### src/rtl/phy_lane_pattern_gen.sv
`default_nettype none
// +------------------------------------------------------------------------+
// | Module  : phy_lane_pattern_gen                                         |
// | Purpose : Multi-lane burst source: COM sync preamble, then per-lane    |
// |           incrementing/decrementing payload with masking and hold.     |
// | Rev     : 1.0  initial release                                         |
// +------------------------------------------------------------------------+
module phy_lane_pattern_gen #(
   parameter int               LANES    = 4,
   parameter int               WIDTH    = 8,
   parameter logic [WIDTH-1:0] COM      = 8'hBC,
   parameter int               SYNC_LEN = 10,
   parameter int               DATA_LEN = 16,
   parameter logic [WIDTH-1:0] STEP     = 8'h11,
   parameter logic [WIDTH-1:0] SEED     = '0
) (
   input  logic                   clk,
   input  logic                   reset,
   input  logic                   start,
   input  logic                   mode,
   input  logic [LANES-1:0]       lane_mask,
   input  logic                   hold,
   output logic [LANES*WIDTH-1:0] out_data,
   output logic [LANES-1:0]       out_valid,
   output logic                   busy,
   output logic                   done,
   output logic [15:0]            word_count
);

   localparam int               C_CNT_MAX   = (SYNC_LEN > DATA_LEN) ? SYNC_LEN : DATA_LEN;
   localparam int               C_CW        = $clog2(C_CNT_MAX + 1);
   localparam logic [C_CW-1:0]  C_SYNC_LAST = C_CW'(SYNC_LEN - 1);
   localparam logic [C_CW-1:0]  C_DATA_LAST = C_CW'(DATA_LEN - 1);
   localparam logic [WIDTH-1:0] C_INC_ADV   = WIDTH'(LANES);
   localparam logic [WIDTH-1:0] C_DEC_ADV   = WIDTH'(STEP * LANES);

   typedef enum logic [1:0] {
      ST_IDLE = 2'd0,
      ST_SYNC = 2'd1,
      ST_DATA = 2'd2
   } state_t;

   state_t                   r_state;
   logic [C_CW-1:0]          r_cnt;
   logic [WIDTH-1:0]         r_pat;
   logic                     r_mode;
   logic [LANES-1:0]         r_mask;

   logic [LANES-1:0]         w_mask_sel;
   logic [LANES*WIDTH-1:0]   w_sync_word;
   logic [LANES*WIDTH-1:0]   w_data_word;
   logic [WIDTH-1:0]         w_pat_next;

   // The first COM word is registered on the accepting edge, before r_mask is loaded.
   assign w_mask_sel = (r_state == ST_IDLE) ? lane_mask : r_mask;
   assign w_pat_next = r_mode ? (r_pat - C_DEC_ADV) : (r_pat + C_INC_ADV);

   for (genvar gi = 0; gi < LANES; gi++) begin : g_lane
      localparam logic [WIDTH-1:0] C_INC = WIDTH'(gi);
      localparam logic [WIDTH-1:0] C_DEC = WIDTH'(STEP * gi);
      logic [WIDTH-1:0] w_val;
      assign w_val = r_mode ? (r_pat - C_DEC) : (r_pat + C_INC);
      assign w_sync_word[gi*WIDTH +: WIDTH] = w_mask_sel[gi] ? COM : '0;
      assign w_data_word[gi*WIDTH +: WIDTH] = r_mask[gi] ? w_val : '0;
   end

   always_ff @(posedge clk or negedge reset) begin
      if (!reset) begin
         r_state    <= ST_IDLE;
         r_cnt      <= '0;
         r_pat      <= '0;
         r_mode     <= 1'b0;
         r_mask     <= '0;
         out_data   <= '0;
         out_valid  <= '0;
         busy       <= 1'b0;
         done       <= 1'b0;
         word_count <= '0;
      end else begin
         done <= 1'b0;
         case (r_state)
            ST_IDLE: begin
               out_data  <= '0;
               out_valid <= '0;
               busy      <= 1'b0;
               if (start) begin
                  r_state    <= ST_SYNC;
                  r_mode     <= mode;
                  r_mask     <= lane_mask;
                  r_cnt      <= '0;
                  r_pat      <= mode ? '1 : SEED;
                  word_count <= '0;
                  out_data   <= w_sync_word;
                  busy       <= 1'b1;
               end
            end
            ST_SYNC: begin
               out_valid <= '0;
               if (!hold) begin
                  if (r_cnt == C_SYNC_LAST) begin
                     r_state    <= ST_DATA;
                     r_cnt      <= '0;
                     out_data   <= w_data_word;
                     out_valid  <= r_mask;
                     r_pat      <= w_pat_next;
                     word_count <= word_count + 16'd1;
                  end else begin
                     r_cnt    <= r_cnt + 1'b1;
                     out_data <= w_sync_word;
                  end
               end
            end
            ST_DATA: begin
               // Held cycles keep the last word on the bus but flag it invalid.
               if (hold) begin
                  out_valid <= '0;
               end else if (r_cnt == C_DATA_LAST) begin
                  r_state   <= ST_IDLE;
                  r_cnt     <= '0;
                  out_data  <= '0;
                  out_valid <= '0;
                  busy      <= 1'b0;
                  done      <= 1'b1;
               end else begin
                  r_cnt      <= r_cnt + 1'b1;
                  out_data   <= w_data_word;
                  out_valid  <= r_mask;
                  r_pat      <= w_pat_next;
                  word_count <= word_count + 16'd1;
               end
            end
            default: r_state <= ST_IDLE;
         endcase
      end
   end

endmodule
`default_nettype wire

### config.mk
export PLATFORM = sky130hd
export DESIGN_NAME = phy_lane_pattern_gen
export DESIGN_NICKNAME = d
export VERILOG_FILES = /design/src/rtl/phy_lane_pattern_gen.sv
export SDC_FILE = /design/constraint.sdc
export NUM_CORES = 1
export LEC_CHECK = 0
export ABC_AREA = 0
export CAP_MARGIN = 20
export CELL_PAD_IN_SITES_DETAIL_PLACEMENT = 1
export CELL_PAD_IN_SITES_GLOBAL_PLACEMENT = 1
export CORE_MARGIN = 1.5
export CORE_UTILIZATION = 42
export DETAILED_ROUTE_END_ITERATION = 6
export MAX_ROUTING_LAYER = met4
export PLACE_DENSITY_LB_ADDON = 0.3
export RECOVER_POWER = 50
export SYNTH_ARGS = -nofsm -noshare
export SYNTH_HDL_FRONTEND = slang
export SYNTH_SLANG_ARGS = --single-unit
### constraint.sdc
create_clock -name clk -period 2.9 [get_ports clk]
set_input_delay 0.29 -clock clk [delete_from_list [all_inputs] [get_ports clk]]
set_output_delay 0.29 -clock clk [all_outputs]
set_load 0.05 [all_outputs]
==> key figures, run 1 <==
Setup path
  – Worst-path cell with the longest stage delay: or4_1
  – CP Max Fanout: 8
  – Crit-path most repeated cell: ha_1
  – CP Depth: 7
  – Bufs and invs on worst path: 0
  – CP Capture Type: register
  – Critical path launch point: r_cnt[0]
  – CP required: 3.18 ns
  – Worst Path Arrival: 2.91 ns
  – CP max stage delay: 0.54 ns
  – End of the worst register-to-register path: r_cnt[3]
  – R2r worst-path depth: 7
  – Startpoint Class: register
  – Critical path class: reg -> reg
  – Reg2reg start: r_cnt[0]
  – CP top delay family: simple AND/OR/NAND/NOR gates
  – Critical-path cell list: ha_1 -> and3_1 -> ha_1 -> nor2b_1 -> o21ai_1 -> or4_1 -> o211ai_1
  – R2R Setup Slk: 0.27 ns

STA
  – Final setup vio count: 0
  – Min Clock Period, post-route: 2.63 ns
  – Max Clock Freq: around 380 MHz
  – Setup_tns: 0 ns
  – Period utilization: 0.907
  – Final Hold Fails: 0
  – RSZ-0062 raised after global routing: false
  – Worst-margin pin slew: around 1.9 ns
  – Slew Viols, Final: 36
  – Slew Limit Headroom: -0.237
  – Clock Skews: between 0.015 and 0.02 ns
  – Setup WS post-layout: 0.269 ns

Finish
  – Layout cells sized above 1: 0.0875
  – Final Util: 0.528
  – Final design instance area without fill: around 5200 um2
  – ANT cells: 0
  – Syn-to-layout area delta: 21.9%
  – Final #Nets: 538

Routing
  – Vias: 3,648
  – Post-DR wirelength/cell: 18.5 um
  – DR vias/cell: 5.64
  – TritonRoute pass-1 iters: 4
  – Antenna viol nets, final: 0
  – # DRC: 0
  – Final WL: 12,000 um
  – Iter 0 DRT Violations: 100

Clock network
  – Hold Buf Count CTS: 0
  – TritonCTS clock tree: done
  – CTS resizes: 0
  – Root Driver: clkbuf_8
  – CTS Buffer Depth: 2
  – Clock slew at reported path FFs: 0.09 ns
  – Post-CTS setup buffers: 0
  – H-tree depth: 3
  – Skew-Pair Late Insertion Delay: 0.37 ns
  – Num CTS Buffers: 9
  – CTS sink count: 72

Global routing
  – First-pass GRT wire length: 19,400 um
  – M1 GR Usage: 0.323
  – Grt peak-use layer: met2
  – Gr usage total: 0.247
  – Number of global-route vias before repair: 3,699
  – GRT overflow: 0
  – Initial antenna violation count: 0
  – Grt met2 use: 0.400
  – Largest net degree at the start of global routing: 39
  – Met3 Use GR: 0.0316

Synth
  – Post-Syn Instances: around 450
  – Top FF cell, synth: dfrtp_1
  – Async S/R FF share, synth: 1.00
  – EDFF count, synth: 0
  – Post-Syn Area: approximately 4200 um2
  – Synth top cells by count: dfrtp_1 (72), nand2_1 (58), o21ai_0 (33), a21oi_1 (23), nor2_1 (23)
  – Top cells by area, synth: dfrtp_1 (43%), ha_1 (5.3%), nand2_1 (5.1%), o21ai_0 (3.9%), a221o_1 (3.5%)
  – Synth warn: 0
  – Seq/Total Area, Yosys: 0.426
  – Largest area contributor in the netlist: dfrtp_1
  – Seq cells post-synth: 72
  – Cell with the most instances after synthesis: dfrtp_1
  – Syn Area/Cell: 9.43 um2
  – Synth top area share: 0.426
  – Net Count, Synth: 478
  – Synth cell types: 62

Placement
  – Post-place setup slack: 0.326 ns
  – Cell Area, Placed: 5000 um2
  – Final estimated routing congestion in global placement: 0.870
  – PortBufs: slightly above 60
  – Placed wire-length estimate: 8960 um

Die
  – DIE AREA: 10,700 um2
  – Starting Density: 0.433
  – Io pins: 63
  – Core area: between 9000 and 10,000 um2
  – Row count: 36
  – Die height: 103 um
  – DIE WIDTH: 103 um

Pwr
  – Pwr/cell area: 1310 nW/um2
  – Peak VDD IR: 0.543 mV
  – Pleak: 2.25 nW

Flow run
  – Max Cap Viol: 1

Run status
  – Outcome: finished with violations
  – Failing checks: max-capacitance violations, max-slew violations

Worst hold path
  – Type of the tightest min-delay check: in -> async
worst reg2reg max path, stage by stage, from the launching register on:
cell	delay (ns)
dfrtp_1	0.44
ha_1	0.25
and3_1	0.22
ha_1	0.26
nor2b_1	0.50
o21ai_1	0.27
or4_1	0.54
o211ai_1	0.09
layout make-up:
class                   instances  area (um2)
clock buffers                   9         124
clock inverters                 7        61.3
fillers                      1160        4610
inverters                      19        71.3
multi-input cells             335        2250
flip-flops and latches         72        1800
well taps                     133         166
repair buffers                 72         683
registers in the layout, summed over array words and instances, names as in the netlist:
signal and cells:
r_pat 7, r_state 2, out_data 31, busy 1, word_count 16, r_cnt 5
r_mask 4, r_mode 1, out_valid 4, done 1
through the flow:
step,std cells,total power (W),hold WS (ns)
final,647,0.00676,0.424
after global routing,647,0.00723,0.518
after CTS,647,0.00681,0.0352
after detailed placement,631,0.00601,0.422
after global placement,631,0.00585,0.418
after floorplan,449,0.00471,-0.00559
kinds of logic after synthesis:
kind of cell,synth area share
simple gates,0.193
fa+ha+maj,0.0626
mux,0.0355
buf+inv,0.0420
compound gates,0.198
xor+xnor,0.0434
flops,0.426
per-layer routing:
metal  vias up  wire, um
met5         -         0
met4         0       214
met3        17       373
met2        76      5900
met1      1812      5500
li1       1743         -
worst max path at each step:
stage | end | slack (ns)
floorplan | out_data[19] | 0.78
global placement | r_cnt[3] | 0.49
detailed placement | r_cnt[3] | 0.33
CTS | r_cnt[3] | 0.25
global route | r_cnt[3] | 0.11
finish | r_cnt[3] | 0.27
power by group:
part	internal [W]	total, W	switching, W	leakage, nW
sequential	0.00131	0.00171	0.000394	0.947
combinational	0.00152	0.00427	0.00275	1.21
clock	0.000327	0.000775	0.000448	0.0888
total	0.00316	0.00676	0.00360	2.25
placed cells by master, fill, tap and decap left out, drive strengths merged, types with 4 or more instances in the layout:
cell / instances
a21oi: 23
o21ai: 36
nand4: 4
xor2: 8
and2: 5
xnor2: 13
ha: 18
nand3b: 5
a21o: 6
and3: 4
clkdlybuf4s50: 41
clkbuf: 12
mux2: 8
o221ai: 4
nand3: 21
dfrtp: 72
nor2: 24
a22o: 4
nor2b: 6
nor3: 12
inv: 23
o22ai: 7
buf: 8
nand2: 59
dlygate4sd3: 20
mux2i: 6
a221o: 15
Note: power is estimated with default switching activity, not from simulation.
==> run 2: changes to the inputs <==
Settings changed: CAP_MARGIN 20 to not set, SLEW_MARGIN set to 20.
==> results of run 2 <==
No change in the layout: final DEF, timing and power equal those of run 1.
==> run 3: changes to the inputs <==
Settings changed: CORE_UTILIZATION 42 to 43, CTS_BUF_LIST set to sky130_fd_sc_hd__clkbuf_8.
Clock period 2.9 ns to 3 ns, I/O delays scaled along.
==> key figures, run 3 (synthesis results as in run 1) <==
Die
  – DIE AREA: roughly 10,000 um2
  – DIE WIDTH: 102 um
  – Row count: 36
  – Starting Density: 0.439
  – Core area: ~9600 um2
  – Die height: 102 um
  – Io pins: 63

Setup path
  – Critical path class: reg -> reg
  – Worst Path Arrival: ~2.8 ns
  – R2R Setup Slk: ~0.45 ns
  – CP Capture Type: register
  – CP required: 3.26 ns
  – CP Max Fanout: 13
  – Startpoint Class: register

Clock network
  – Clock slew at reported path FFs: around 0.090 ns
  – CTS resizes: 0
  – Post-CTS setup buffers: 0
  – Num CTS Buffers: 9
  – H-tree depth: 3
  – CTS sink count: 72
  – Hold Buf Count CTS: 0
  – TritonCTS clock tree: done
  – Root Driver: clkbuf_8
  – CTS Buffer Depth: 2
  – Skew-Pair Late Insertion Delay: 0.35 ns

Finish
  – Largest registers: out_data: 31 flops, word_count: 16 flops, r_pat: 7 flops
  – Final Util: 0.539
  – Max reg flops: 31
  – ANT cells: 0
  – Final #Nets: 537
  – Commonest non-fill, non-tap cell in the layout: dfrtp_1
  – Layout cells sized above 1: 0.0858
  – Final-layout fill cell count: 1,146
  – Most frequent cells in the layout: dfrtp_1 (72), nand2_1 (58), clkdlybuf4s50_1 (41)
  – Biggest register: out_data
  – Syn-to-layout area delta: 22.6%

STA
  – Final Hold Fails: 0
  – Slew Viols, Final: 39
  – Min Clock Period, post-route: 2.55 ns
  – Slew Limit Headroom: -0.374
  – Worst-margin pin slew: 2.06 ns
  – RSZ-0062 raised after global routing: false
  – Setup_tns: 0 ns
  – Clock Skews: a little over 0.01 ns
  – Final setup vio count: 0
  – Period utilization: 0.851
  – Setup WS post-layout: 0.447 ns
  – Max Clock Freq: 392 MHz

Global routing
  – Largest net degree at the start of global routing: 39
  – GRT overflow: 0
  – Gr usage total: 0.261
  – Number of global-route vias before repair: 3,851
  – Initial antenna violation count: 0
  – First-pass GRT wire length: 20,200 um

Placement
  – Placed wire-length estimate: roughly 9000 um
  – Final estimated routing congestion in global placement: 0.871
  – PortBufs: 62
  – Post-place setup slack: 0.511 ns

Worst hold path
  – Type of the tightest min-delay check: reg -> reg

Pwr
  – Peak VDD IR: 0.547 mV
  – Pwr/cell area: 1280 nW/um2
  – Pleak: roughly 2.3 nW
  – Total power: 0.00664 W

Routing
  – TritonRoute pass-1 iters: 4
  – Post-DR wirelength/cell: about 19 um
  – # DRC: 0
  – DR vias/cell: 5.68
  – Iter 0 DRT Violations: roughly 110
  – Vias: approximately 3,700
  – Antenna viol nets, final: 0
  – Final WL: ~12,000 um

Flow run
  – Max Cap Viol: 1

Run status
  – Failing checks: max-capacitance violations, max-slew violations
  – Outcome: finished with violations
==> run 3: cell count changes in the layout (fill, tap and decap cells not counted) <==
cell,change
clkinvlp_4,-2
inv_6,-1
bufinv_16,+2
inv_1,+1
clkbuf_1,-1
clkinv_2,+1
inv_8,-1
==> run 3: final cells by class <==
type                       instances  area, um2  area share
timing repair buffer              71        679       0.131
sequential                        72       1800       0.347
clock inverter                     7       95.1      0.0183
tap                              133        166      0.0320
inverter                          19       71.3      0.0137
clock buffer                       9        124      0.0239
multi-input combinational        335       2250       0.434
==> run 3: through the flow <==
step                hold WS, ns  cells  area [um2]
floorplan               0.00441    449        4230
global placement          0.461    630        4990
detailed placement        0.467    630        4990
CTS                       0.101    646        5210
global route              0.503    646        5190
finish                    0.480    646        5190
==> run 3: worst paths after layout <==
check | start | endpoint | cells past startpoint
worst max-delay path | r_state[0] | r_cnt[3] | 7
min in group asynchronous | reset | done | 1
worst min-delay path | out_data[30] | out_data[30] | 2
worst max register to register | r_state[0] | r_cnt[3] | 7
max in group asynchronous | reset | r_pat[2] | 2
worst min register to register | out_data[30] | out_data[30] | 2
==> run 3: worst max-delay path: stages (launching register included) <==
cell      delay [ns]
dfrtp_1         0.42
inv_1           0.09
ha_1            0.32
o21ai_1         0.25
and2b_1         0.50
nand2_1         0.27
or4_1           0.51
o211ai_1        0.11
==> run 3: per-layer routing <==
metal / routed length [um] / part of all wire / track usage / vias to the layer above
met4: 244 / 0.020 / 0.0811 / 0
met1: 5530 / 0.45 / 0.333 / 1828
met5: 0 / 0 / - / -
met2: 6090 / 0.50 / 0.426 / 80
met3: 363 / 0.030 / 0.0417 / 20
li1: - / - / - / 1743
==> run 3: report_power, final <==
part | total (W) | leakage [nW] | internal [W] | switching (W)
sequential | 0.00166 | 0.947 | 0.00127 | 0.000384
clock | 0.000867 | 0.115 | 0.000471 | 0.000396
combinational | 0.00412 | 1.21 | 0.00146 | 0.00266
==> edit (config.mk and constraints of run 2) <==
Register the output `done` once more, with the module's reset; this adds one clock of latency there. The other outputs are not delayed to match.
--- a/src/rtl/phy_lane_pattern_gen.sv
+++ b/src/rtl/phy_lane_pattern_gen.sv
@@ -40,6 +40,8 @@
       ST_DATA = 2'd2
    } state_t;
 
+   logic done_s0;
+
    state_t                   r_state;
    logic [C_CW-1:0]          r_cnt;
    logic [WIDTH-1:0]         r_pat;
@@ -74,10 +76,10 @@
          out_data   <= '0;
          out_valid  <= '0;
          busy       <= 1'b0;
-         done       <= 1'b0;
+         done_s0    <= 1'b0;
          word_count <= '0;
       end else begin
-         done <= 1'b0;
+         done_s0 <= 1'b0;
          case (r_state)
             ST_IDLE: begin
                out_data  <= '0;
@@ -120,7 +122,7 @@
                   out_data  <= '0;
                   out_valid <= '0;
                   busy      <= 1'b0;
-                  done      <= 1'b1;
+                  done_s0   <= 1'b1;
                end else begin
                   r_cnt      <= r_cnt + 1'b1;
                   out_data   <= w_data_word;
@@ -134,6 +136,14 @@
       end
    end
 
+   always_ff @(posedge clk or negedge reset) begin
+      if (!reset) begin
+         done <= '0;
+      end else begin
+         done <= done_s0;
+      end
+   end
+
 endmodule
 `default_nettype wire
 
Behaviour: same outputs for any inputs over 10 cycles, from zero or initial values and one cycle with reset low; that may be too few to reach the edited logic, so the function may still have changed.
==> edit against run 2 <==
- the run still ends with max-capacitance violations, max-slew violations left
- design area grew 0.41%
- clock skew down 3.7 ps
- synthesized area increased by 0.59%
- total power increased by 2.1%
- worst setup slack better by 30 ps
- synthesized cell count is 0.22% higher
- sequential cell count is 1 higher
- non-clock buffer count shrank 4
- fmax is 1.2% higher
- wire length grew 4.7%
- critical path type unchanged
==> edit: results <==
[outcome]
status = complete, but fails checks
violations = max-capacitance violations, max-slew violations

[final_layout]
layout-drive-gt1-share_pct = 8.41
nets = 535

[place]
place_hpwl_mm = 8.85
pre_cts_slack_ps = 349
gp_congestion = 0.831

[clock_network]
clock-root-buffer = clkbuf_8
clock_latency_ps = 360

[power]
leakagePower_nw = 2.26
ir_worst_vdd_mv = 0.528
p_switching_mw = 3.63

[timing]
skew_ps = 14.0
worst-slew-pin-transition_ps = 1860
slew_viol_final = 74

[worst_setup_path]
slowest_stage = nor2b_1
max_stage_delay_ps = 480
arrival_ps = 2890

[global_routing]
grt_max_degree = 74
grt_pass1_vias = 3846
grtUsageTotal_pct = 24.8
grt_pass1_wl_mm = 20.6

[yosys]
syn_nets = 479
synthTopCellsByArea = dfrtp_1, ha_1, nand2_1
ys_seq_area_share_pct = 42.9
async_flop_share_pct = 100
synthTopCellsByCount = dfrtp_1, nand2_1, o21ai_0, a21oi_1, nor2_1

[routing]
drt-wirelength-per-cell_um = 19.5
viasPerCell = 5.83
drt_iter0_drc = 112

[run]
maxCapViolations = 1
## edit: final cells by class
| class | instances | area, µm² | area share [%] |
|---|---|---|---|
| repair buffers | 68 | 661 | 12.7 |
| clock buffers | 10 | 138 | 2.66 |
| inverters | 19 | 71.3 | 1.38 |
| flip-flops and latches | 73 | 1830 | 35.2 |
| well taps | 133 | 166 | 3.21 |
| multi-input cells | 335 | 2250 | 43.5 |
| clock inverters | 6 | 66.3 | 1.28 |
## edit: worst paths after layout
kind                       cells past startpoint  slack (ps)            to
setup / recovery                               8         300  out_data[20]
hold / removal                                 0         350          done
setup reg to reg                               8         300  out_data[20]
hold reg to reg                                0         350          done
max in group asynchronous                      1        1360      r_pat[3]
min in group asynchronous                      1         420      r_cnt[3]
## edit: through the flow
stage / util (%) / area, µm² / instances / hold WS [ps] / total power [mW]
5_1_grt: 52.8 / 5180 / 644 / 368 / 7.32
6_report: 52.8 / 5180 / 644 / 352 / 6.90
3_5_place_dp: 50.7 / 4980 / 628 / 336 / 5.99
4_1_cts: 52.8 / 5190 / 644 / 110 / 6.92
3_3_place_gp: 50.7 / 4980 / 628 / 332 / 5.82
2_1_floorplan: - / 4260 / 450 / -5.59 / 4.72
## edit: power groups by stage
stage | Sequential (mW) | Clock (mW) | Combinational (mW)
floorplan | 2.24 | 0 | 2.49
detailed placement | 1.75 | 0 | 4.25
global placement | 1.73 | 0 | 4.09
global route | 1.78 | 0.923 | 4.62
finish | 1.73 | 0.860 | 4.30
CTS | 1.73 | 0.872 | 4.31
## edit: kinds of logic after synthesis
family	count (synthesis)	share of synthesized area, %
buffers and inverters	42	4.17
AOI/OAI and AO/OA	120	19.7
muxes	14	3.53
DFF	73	42.9
adders and majority gates	20	6.23
and+or+nand+nor	160	19.2
xor gates and xnor gates	21	4.32
## edit: layer usage
metal  part of all wire (%)  vias to the layer above  global-route usage (%)
met2                     49                       97                    40.5
li1                       -                     1738                       -
met4                    1.8                        0                    7.64
met5                      0                        -                       -
met1                     45                     1902                    31.8
met3                    4.3                       19                    4.03
